File: config.mk
export PLATFORM = sky130hd
export DESIGN_NAME = neuron_output_packer
export DESIGN_NICKNAME = d
export VERILOG_FILES = /design/src/rtl/neuron_output_packer.sv
export SDC_FILE = /design/constraint.sdc
export NUM_CORES = 1
export LEC_CHECK = 0
export ABC_CLOCK_PERIOD_IN_PS = 2590
export CAP_MARGIN = 20
export CORE_MARGIN = 2
export CORE_UTILIZATION = 51
export DETAILED_ROUTE_END_ITERATION = 7
export PLACE_DENSITY_LB_ADDON = 0.12
export SLEW_MARGIN = 20
export SYNTH_ARGS = -nofsm -noshare
export SYNTH_HDL_FRONTEND = slang
export SYNTH_SLANG_ARGS = --single-unit
File: constraint.sdc
create_clock -name clk -period 2.59 [get_ports clk]
set_input_delay 0.777 -clock clk [delete_from_list [all_inputs] [get_ports clk]]
set_output_delay 0.777 -clock clk [all_outputs]
set_load 0.02 [all_outputs]
File: src/rtl/neuron_output_packer.sv
// neuron_output_packer
//   Collects one signed accumulator sum per output neuron (neuron order
//   0..NUM_NEURONS-1) over a valid/ready handshake. Each sum is quantized
//   (ReLU, arithmetic shift right, unsigned saturation to OUT_W bits) and
//   stored in its slot. When the last slot of a frame is filled, the packed
//   frame is published on neuron_outputs with a one-cycle out_valid pulse.
//
// Ports
//   clk, rst        clock; synchronous active-high reset
//   in_valid        in_data/in_first are valid
//   in_ready        beat can be accepted this cycle (registered state only)
//   in_data         signed accumulator sum for the current neuron
//   in_first        beat is neuron 0 of a new frame (resyncs a partial frame)
//   out_valid       one-cycle pulse, neuron_outputs holds a complete frame
//   neuron_outputs  packed frame, neuron i at [i*OUT_W +: OUT_W]
//   sync_err        one-cycle pulse, a partial frame was dropped on in_first
//   frame_cnt       number of frames emitted, wraps at 2^16
module neuron_output_packer #(
  parameter int NUM_NEURONS = 10,
  parameter int ACC_W       = 16,
  parameter int OUT_W       = 4,
  parameter int SHIFT       = 4
) (
  input  logic                         clk,
  input  logic                         rst,
  input  logic                         in_valid,
  output logic                         in_ready,
  input  logic signed [ACC_W-1:0]      in_data,
  input  logic                         in_first,
  output logic                         out_valid,
  output logic [NUM_NEURONS*OUT_W-1:0] neuron_outputs,
  output logic                         sync_err,
  output logic [15:0]                  frame_cnt
);

  localparam int IDX_W = (NUM_NEURONS > 1) ? $clog2(NUM_NEURONS) : 1;
  localparam int CW    = ACC_W + OUT_W;

  localparam logic [0:0] S_COLLECT = 1'b0;
  localparam logic [0:0] S_EMIT    = 1'b1;

  // Saturation limit widened so the compare sees every bit of the shifted sum.
  localparam logic [CW-1:0]    QMAX = {{ACC_W{1'b0}}, {OUT_W{1'b1}}};
  localparam logic [IDX_W-1:0] LAST = IDX_W'(NUM_NEURONS - 1);

  logic [0:0]                         state;
  logic [IDX_W-1:0]                   idx;
  logic [NUM_NEURONS-1:0][OUT_W-1:0]  staging;
  logic [NUM_NEURONS-1:0][OUT_W-1:0]  out_img;

  logic signed [ACC_W-1:0] shifted;
  logic [CW-1:0]           v_ext;
  logic [OUT_W-1:0]        q;
  logic                    accept;
  logic                    resync;
  logic                    last;

  assign in_ready       = (state == S_COLLECT);
  assign accept         = in_valid && in_ready;
  // idx is always 0 with a single neuron, so resync can never fire there.
  assign resync         = in_first && (idx != '0);
  assign last           = (idx == LAST);
  assign neuron_outputs = out_img;

  // ReLU -> shift -> saturate. Negative sums short-circuit to zero, so the
  // shifted value is non-negative whenever it is used and zero-extends safely.
  always_comb begin
    shifted = in_data >>> SHIFT;
    v_ext   = CW'($unsigned(shifted));
    q       = '0;
    if (!in_data[ACC_W-1])
      q = (v_ext > QMAX) ? QMAX[OUT_W-1:0] : v_ext[OUT_W-1:0];
  end

  always_ff @(posedge clk) begin
    if (rst) begin
      state     <= S_COLLECT;
      idx       <= '0;
      staging   <= '0;
      out_img   <= '0;
      out_valid <= 1'b0;
      sync_err  <= 1'b0;
      frame_cnt <= '0;
    end else begin
      out_valid <= 1'b0;
      sync_err  <= 1'b0;
      if (state == S_EMIT)
        state <= S_COLLECT;
      if (accept) begin
        if (resync) begin
          // Drop the partial frame; this beat becomes neuron 0 of the new one.
          staging    <= '0;
          staging[0] <= q;
          idx        <= IDX_W'(1);
          sync_err   <= 1'b1;
        end else if (last) begin
          // Final beat bypasses staging and lands directly in the output image,
          // so the frame is visible in the same cycle as out_valid.
          out_img                <= staging;
          out_img[NUM_NEURONS-1] <= q;
          staging                <= '0;
          idx                    <= '0;
          state                  <= S_EMIT;
          out_valid              <= 1'b1;
          frame_cnt              <= frame_cnt + 16'd1;
        end else begin
          for (int i = 0; i < NUM_NEURONS; i++)
            if (idx == IDX_W'(i))
              staging[i] <= q;
          idx <= idx + IDX_W'(1);
        end
      end
    end
  end

endmodule

* Yosys cells after proc, flatten, opt, wreduce, memory -nomap -nowiden *
Cells that the tools add are included.

cells by class
  add/sub/neg operators = 2
  multiply operators = 0
  div/mod/pow operators = 0
  order comparisons = 1
  equal/unequal tests = 9
  shift operators = 0
  multiplexer cells = 17
  bitwise operators = 3
  reduce and logical (&&, ||, !) cells = 25

operator list
  operator                 count
  $mux W36                 2
  $mux W4                  13
  $reduce_bool A3 Y1       9
  $reduce_and A2 Y1        9
  $add A16 B1 Y16 const B  1
  $eq A4 B3 Y1 const B     4
  $gt A16 B4 Y1 const B    1
  $eq A4 B2 Y1 const B     2
  $eq A4 B4 Y1 const B     2
  $add A4 B1 Y4 const B    1
  $eq A4 B1 Y1 const B     1
  $logic_not A4 Y1         1
  $reduce_bool A4 Y1       1
  $not A1 Y1               3
  $reduce_and A3 Y1        1
  $reduce_or A3 Y1         1
  $logic_and A1 B1 Y1      2
  $mux W1                  2
  $reduce_or A2 Y1         1

storage, ports and cells
  flip-flop bits (word level) = 98
  latch bits = 0
  memory bits (writable) = 0
  memory bits (read-only) = 0
  input port bits = 20
  output and inout port bits = 59
  logic and storage cells = 80
  memories kept = 0

* Longest topological paths before layout *
Gate-level depths: netlist (run 1).

  word-level depth = 6
  mapped depth = 7
  depth with buffers taken out = 5

* Worst setup path after synthesis (run 1) *
Ideal clock, no wire load.

  path kind = input -> register
  start point = input port in_valid
  end point = register frame_cnt[12]
  library setup time = 71 ps
  arrival = 2,265 ps
  data required time = 2,519 ps
  path slack = 254 ps
  stages = 5
  path buffers = 1
  path through = or3b_4 or3_1 buf_2 or4_1 a21oi_1

between the ends
  word-level cells in the longest chain between the ends = 2

ends and longest elaborated chain
  element                             RTL line  RTL
  start: declaration                  26        input logic in_valid,
  $logic_and A1 B1 Y1                 59        assign accept = in_valid && in_ready;
  $reduce_and A3 Y1 (no source line)  n/a
  end signal: assignment              105       frame_cnt <= frame_cnt + 16'd1;
  end: declaration                    33        output logic [15:0] frame_cnt

Every way passes these cells.
A chain may end at the register's enable or synchronous reset.

* Worst setup path after layout (run 1) *
  start point = input port in_valid
  end point = register frame_cnt[8]

The elaborated chain is that of the path after synthesis.

==> results.md, run 1 <==
* Status: finished clean
* EDFF count, synth at 0
* Worst R2R Start: idx[0]$_SDFFE_PP0P_
* Drt initial violations at 159
* Cell variety after synth at 44
* Syn Nets at 478
* Initial Util at 52.7%
* Hold endpoint: neuron_outputs[13]$_SDFFE_PP0P_
* Cell area after synthesis at 3840 µm²
* Largest net degree at the start of global routing at 61
* Worst hold path stage count at 2
* Critical path type: input pin to flip-flop
* Final hold slack at 0.458 ns
* Power Density at 530 nW/µm²
* Vias per Instance at 5.46
* Width of the die at 90.8 µm
* Seq/Total Area, Yosys at 51.1%
* CP Cell Sequence: clkdlybuf4s50_1 -> or3b_4 -> or3_1 -> buf_4 -> or3_1 -> a21oi_1
* Setup Viol. Count Final at 0
* DPL Wire Length at 6390 µm
* Post-layout nets at 554
* Worst-path maximum fanout at 7
* All-Layer GR Usage at 23.3%
* Postcts setup bufs at 0
* Synth area leader: dfxtp_1
* Clk_skew at 0.0138 ns
* Total net switching power at 687 µW
* Gate Count Post-Synth at 457
* Util after Layout at 68.6%
* R2r setup slk at 0.38 ns
* Count of boundary I/O pins at 79
* TritonRoute pass-1 iters at 5
* Crit path top cell by count: or3_1
* Clk pin slew, worst setup/hold paths at 0.11 ns
* Clock power share at 36.7%
* Syn. warnings at 0
* Highest clock rate at 407 MHz
* Share of layout cells above drive strength 1 at 8.74%
* Synth top area share at 51.1%
* Synthesized flop and latch total at 98
* Most frequent cells in the layout: nand2_1, dfxtp_1, clkdlybuf4s50_1
* Synth area leaders: dfxtp_1, nand2_1, a21oi_1, o22ai_1, or4_1
* FFs w/ async S/R, synth at 0%
* Layout area overhead at 30.2%
* Worst setup SP type: input pin
* Post-DR wirelength/cell at 14.2 µm
* CTS tree: built
* Core box area at 7290 µm²
* Die height at 90.8 µm
* Max-cap violations at 0
* Worst vdd ir at 0.000257 V
* Final WL at 9060 µm
* Clock buffer count from CTS at 9
* Clock sink count at 98
* Synth Area per Inst at 8.41 µm²
* Number of H-tree levels at 3
* Static leakage at 0.00166 µW
* Max Root-Sink Buffers at 2
* Global-route wire length before repair at 15700 µm
* R2R depth at 4
* RSZ-0062 raised after global routing: no
* Root Driver: clkbuf_8
* Max_slew headroom at 61.0%
* Grt ovf at 0
* Worst hold start: staging[13]$_SDFFE_PP0P_
* Period minus WS final at 2.46 ns
* Final hold violation count at 0
* Sequential power share at 57.8%
* Reg-to-Reg End: staging[24]$_SDFFE_PP0P_
* Ant. Diodes at 0
* Required time of the critical path at 2.90 ns
* Slowest library cell on the worst path: clkdlybuf4s50_1
* DIE AREA at 8240 µm²
* Post-CTS sizing at 0
* Most common cell after layout, fill and taps aside: nand2_1
* Cell Rows at 31
* Hold Buf Count CTS at 0
* Sw Ratio at 25.9%
* Routability cong. at 0.930
* Ratio of final minimum period to clock period at 94.9%
* Drt drc at 0
* Logic pwr share at 5.5%
* Critical Path Sink Type: flip-flop
* Ys flop type: dfxtp_1
* I/O Buffers at 74
* Int Power at 1960 µW
* Hold Path Class: flip-flop to flip-flop
* Final antenna-violating net count at 0
* Slowest stage delay, CP at 0.49 ns
* CP arrival at 2.76 ns
* Layout fillers at 624
* Vias in the first global route at 3329
* Pins Over Slew Limit at 0
* Worst Tran Pin Value at 0.582 ns
* Routed vias at 3481
* Initial antenna violation count at 0
* Worst-skew pair later-pin latency at 0.37 ns
power by group through the flow:
stage               clock network [µW]  logic (µW)  registers (µW)
global route                      1060         160            1540
CTS                                980         146            1530
floorplan                            0        85.7            1560
finish                             972         146            1530
global placement                     0         141            1570
detailed placement                   0         145            1570
state kept, by name (all words and copies together), names as in the netlist:
register        flops
neuron_outputs     40
staging            36
frame_cnt          16
idx                 4
state               1
sync_err            1
critical path, delay by kind of cell:
kind                   cells  cell delay (ns)
AOI/OAI and AO/OA          1             0.16
and+or+nand+nor            3             1.15
buffers and inverters      2             0.67
metal layers:
metal	share of wire (%)	vias up	GRT usage, %
li1	-	1749	-
met1	46	1618	30.8
met2	47	97	37.3
met3	4.5	17	3.67
met4	2.5	0	11.4
met5	0	-	0
layout make-up:
class | instances | area (µm²) | area share (%)
Sequential cell | 98 | 1960 | 39.2
Multi-Input combinational cell | 320 | 1740 | 34.7
Timing Repair Buffer | 100 | 968 | 19.4
Clock buffer | 9 | 124 | 2.48
Tap cell | 99 | 124 | 2.48
Clock inverter | 7 | 72.6 | 1.45
Inverter | 4 | 15.0 | 0.300
cell families after synthesis:
kind of cell	synth area share, %
DFF	51.1
xor gates and xnor gates	2.05
and+or+nand+nor	26.3
AOI/OAI and AO/OA	15.4
buffers and inverters	3.84
adders and majority gates	0.326
muxes	1.04
per-stage QoR:
step	total power [µW]	instances	instance area [µm²]	TNS (ns)	setup WS (ns)
global placement	1710	621	4800	-0.668	-0.176
floorplan	1650	457	3840	0	0.254
CTS	2660	637	5000	0	0.133
global route	2750	637	5000	0	0.0798
detailed placement	1710	621	4800	-0.851	-0.221
finish	2650	637	5000	0	0.131
synth_stat cells (all sizes together) (2+ instances only):
master,count
nor2b,4
xor2,4
nand4,5
xnor2,5
o2bb2ai,4
a21o,4
nor4,3
nand2b,7
nor2,17
or4,16
nand2,109
buf,5
clkbuf,30
nor3b,5
nand3,8
mux2i,4
or3b,2
o31ai,4
and3,3
o22ai,21
a21oi,53
dfxtp,98
nand4bb,2
inv,4
nand4b,2
or3,11
nor3,5
o21ai,10
worst max-delay path by stage:
stage                         from                    endpoint  slack (ns)  cells after the start
after floorplan           in_valid  frame_cnt[12]$_SDFFE_PP0P_        0.25                      5
after global routing      in_valid  frame_cnt[14]$_SDFFE_PP0P_        0.08                      6
final                     in_valid   frame_cnt[8]$_SDFFE_PP0P_        0.13                      6
after detailed placement  in_valid  frame_cnt[10]$_SDFFE_PP0P_       -0.22                      6
after CTS                 in_valid   frame_cnt[8]$_SDFFE_PP0P_        0.13                      6
after global placement    in_valid  frame_cnt[12]$_SDFFE_PP0P_       -0.18                      5
No activity file was read; power rests on OpenSTA's default activity.
==> run 2, diff against run 1 <==
- HOLD_SLACK_MARGIN: unset -> 0.1
- PLACE_DENSITY: unset -> 0.8
- PLACE_DENSITY_LB_ADDON: 0.12 -> unset
==> results.md, run 2 (synthesis gave the netlist of run 1 again) <==
* Status: finished clean
* Most frequent cells in the layout: nand2_1, dfxtp_1, clkdlybuf4s50_1
* I/O Buffers at 74 (unchanged)
* Post-route cell area at 5040 µm² (+0.70%)
* Clk pin slew, worst setup/hold paths at 0.11 ns (about the same)
* WP buf/inv at 2 (unchanged)
* R2R depth at 4 (unchanged)
* RSZ-0062 raised after global routing: no
* Number of H-tree levels at 3 (unchanged)
* Post-layout nets at 557 (+0.54%)
* Max reg flops at 40 (unchanged)
* Grt ovf at 0 (unchanged)
* Post-CTS sizing at 0 (unchanged)
* Critical Path Sink Type: flip-flop
* Post-DR wirelength/cell at 14.6 µm (+3.0%)
* Vias per Instance at 5.51 (+0.76%)
* Width of the die at 90.8 µm (unchanged)
* Slowest library cell on the worst path: clkdlybuf4s50_1
* Worst Tran Pin Value at 0.547 ns (-0.0349 ns)
* Highest clock rate at 405 MHz (-0.48%)
* Root Driver: clkbuf_8
* Layout area overhead at 31.1%
* All-Layer GR Usage at 23.2% (-0.076 points)
* Initial Util at 52.7% (unchanged)
* Initial antenna violation count at 0 (unchanged)
* Final WL at 9370 µm (+3.5%)
* Clock sink count at 98 (unchanged)
* Hold Path Class: flip-flop to flip-flop
* Final antenna-violating net count at 0 (unchanged)
* Vias in the first global route at 3219 (-3.3%)
* Clock power share at 38.7% (+2.0 points)
* Power Density at 545 nW/µm² (+2.8%)
* Int Power at 2060 µW (+5.0%)
* Worst-path maximum fanout at 7 (unchanged)
* Dpl cells at 624 (+0.48%)
* CP arrival at 2.78 ns (+0.02 ns)
* Worst setup SP type: input pin
* DIE AREA at 8240 µm² (unchanged)
* TritonRoute pass-1 iters at 4 (-1)
* Ratio of final minimum period to clock period at 95.4% (+0.46 points)
* Max-cap violations at 0 (unchanged)
* Pins Over Slew Limit at 0 (unchanged)
* CP delay by family, top: simple AND/OR/NAND/NOR gates
* Layout fillers at 588 (-5.8%)
* Slowest stage delay, CP at 0.50 ns (about the same)
* Ant. Diodes at 0 (unchanged)
* Sequential power share at 55.8% (-2.0 points)
* Period minus WS final at 2.47 ns (+0.0119 ns)
* Max_slew headroom at 63.5% (+2.5 points)
* Cell Rows at 31 (unchanged)
* Share of layout cells above drive strength 1 at 9.24% (+0.51 points)
* DPL Wire Length at 6400 µm (+0.21%)
* Wl on met1 at 4270 µm (+2.3%)
* Setup_tns at 0 ns (unchanged)
* Routability cong. at 0.837 (-10%)
* CTS tree: built
* Final hold slack at 0.451 ns (-0.00720 ns)
* Post-DP Area at 4810 µm² (+0.21%)
* Met3 Routed Length at 446 µm (+9.0%)
* Post-route insts no fill at 640 (+0.47%)
* Crit path top cell by count: or3_1
* Most common cell after layout, fill and taps aside: nand2_1
* Critical path type: input pin to flip-flop
* Clk_skew at 0.0161 ns (+0.00225 ns)
* Worst hold path stage count at 2 (unchanged)
* Critical Path Stages at 6 (unchanged)
* Crit path capture: frame_cnt[8]$_SDFFE_PP0P_
* Met2 WL at 4490 µm (+5.7%)
* Total net switching power at 682 µW (-0.66%)
* Highest routed metal layer: met4
* Clock buffer count from CTS at 9 (unchanged)
* Hold Buf Count CTS at 0 (unchanged)
* Final hold violation count at 0 (unchanged)
* Crit path from: in_valid
* Count of boundary I/O pins at 79 (unchanged)
* Worst vdd ir at 0.000436 V (+70%)
* Max Root-Sink Buffers at 2 (unchanged)
* Postcts setup bufs at 0 (unchanged)
* Worst R2R Start: idx[1]$_SDFFE_PP0P_
* Required time of the critical path at 2.90 ns (about the same)
* Routed vias at 3524 (+1.2%)
* Drt initial violations at 241 (+52%)
* Die height at 90.8 µm (unchanged)
* Drt drc at 0 (unchanged)
* Static leakage at 0.00169 µW (+1.7%)
* Sw Ratio at 24.9% (-1.1 points)
* Global-route wire length before repair at 15500 µm (-1.2%)
* Reg-to-Reg End: staging[17]$_SDFFE_PP0P_
* R2r setup slk at 0.39 ns (about the same)
* Logic pwr share at 5.5% (about the same)
* Setup Viol. Count Final at 0 (unchanged)
* Core box area at 7290 µm² (unchanged)
* Worst-skew pair later-pin latency at 0.39 ns (+0.02 ns)
* CP Cell Sequence: clkdlybuf4s50_1 -> or3b_4 -> or3_1 -> buf_4 -> or3_1 -> a21oi_1
* Util after Layout at 69.1% (+0.48 points)
* Largest net degree at the start of global routing at 50 (-18%)
run 2: worst min-delay path by stage:
stage	start	to	slack [ns]
final	staging[20]$_SDFFE_PP0P_	neuron_outputs[20]$_SDFFE_PP0P_	0.45
after global routing	staging[17]$_SDFFE_PP0P_	neuron_outputs[17]$_SDFFE_PP0P_	0.48
after CTS	staging[20]$_SDFFE_PP0P_	neuron_outputs[20]$_SDFFE_PP0P_	0.46
after detailed placement	staging[0]$_SDFFE_PP0P_	staging[0]$_SDFFE_PP0P_	0.45
after global placement	staging[33]$_SDFFE_PP0P_	neuron_outputs[33]$_SDFFE_PP0P_	0.44
after floorplan	staging[4]$_SDFFE_PP0P_	neuron_outputs[4]$_SDFFE_PP0P_	0.43
run 2: metrics by stage:
step | setup WS [ns] | power [µW]
floorplan | 0.254 | 1650
global placement | -0.161 | 1710
detailed placement | -0.237 | 1710
CTS | 0.135 | 2750
global route | 0.0815 | 2830
finish | 0.119 | 2750
run 2: worst register-to-register path, cell delays in order (launching register included):
cell     delay [ns]
dfxtp_1        0.48
o41ai_1        0.52
nand2_1        0.21
or4_1          0.68
o22ai_1        0.24
run 2: layout make-up:
class | instances | area (µm²) | share of cell area (%)
Clock buffer | 9 | 124 | 2.46
Clock inverter | 7 | 97.6 | 1.94
Inverter | 4 | 15.0 | 0.298
Multi-Input combinational cell | 320 | 1740 | 34.5
Sequential cell | 98 | 1960 | 39.0
Tap cell | 99 | 124 | 2.46
Timing Repair Buffer | 103 | 978 | 19.4
run 2: power by group through the flow:
stage               Sequential, µW  Clock, µW  Combinational (µW)
floorplan                     1560          0                85.7
global placement              1560          0                 146
detailed placement            1570          0                 150
CTS                           1530       1070                 152
global route                  1530       1130                 165
finish                        1530       1060                 152
run 2: per-layer routing:
layer | up-vias | global-route usage (%)
li1 | 1757 | -
met1 | 1660 | 30.7
met2 | 94 | 37.7
met3 | 13 | 3.76
met4 | 0 | 10.1
met5 | - | 0
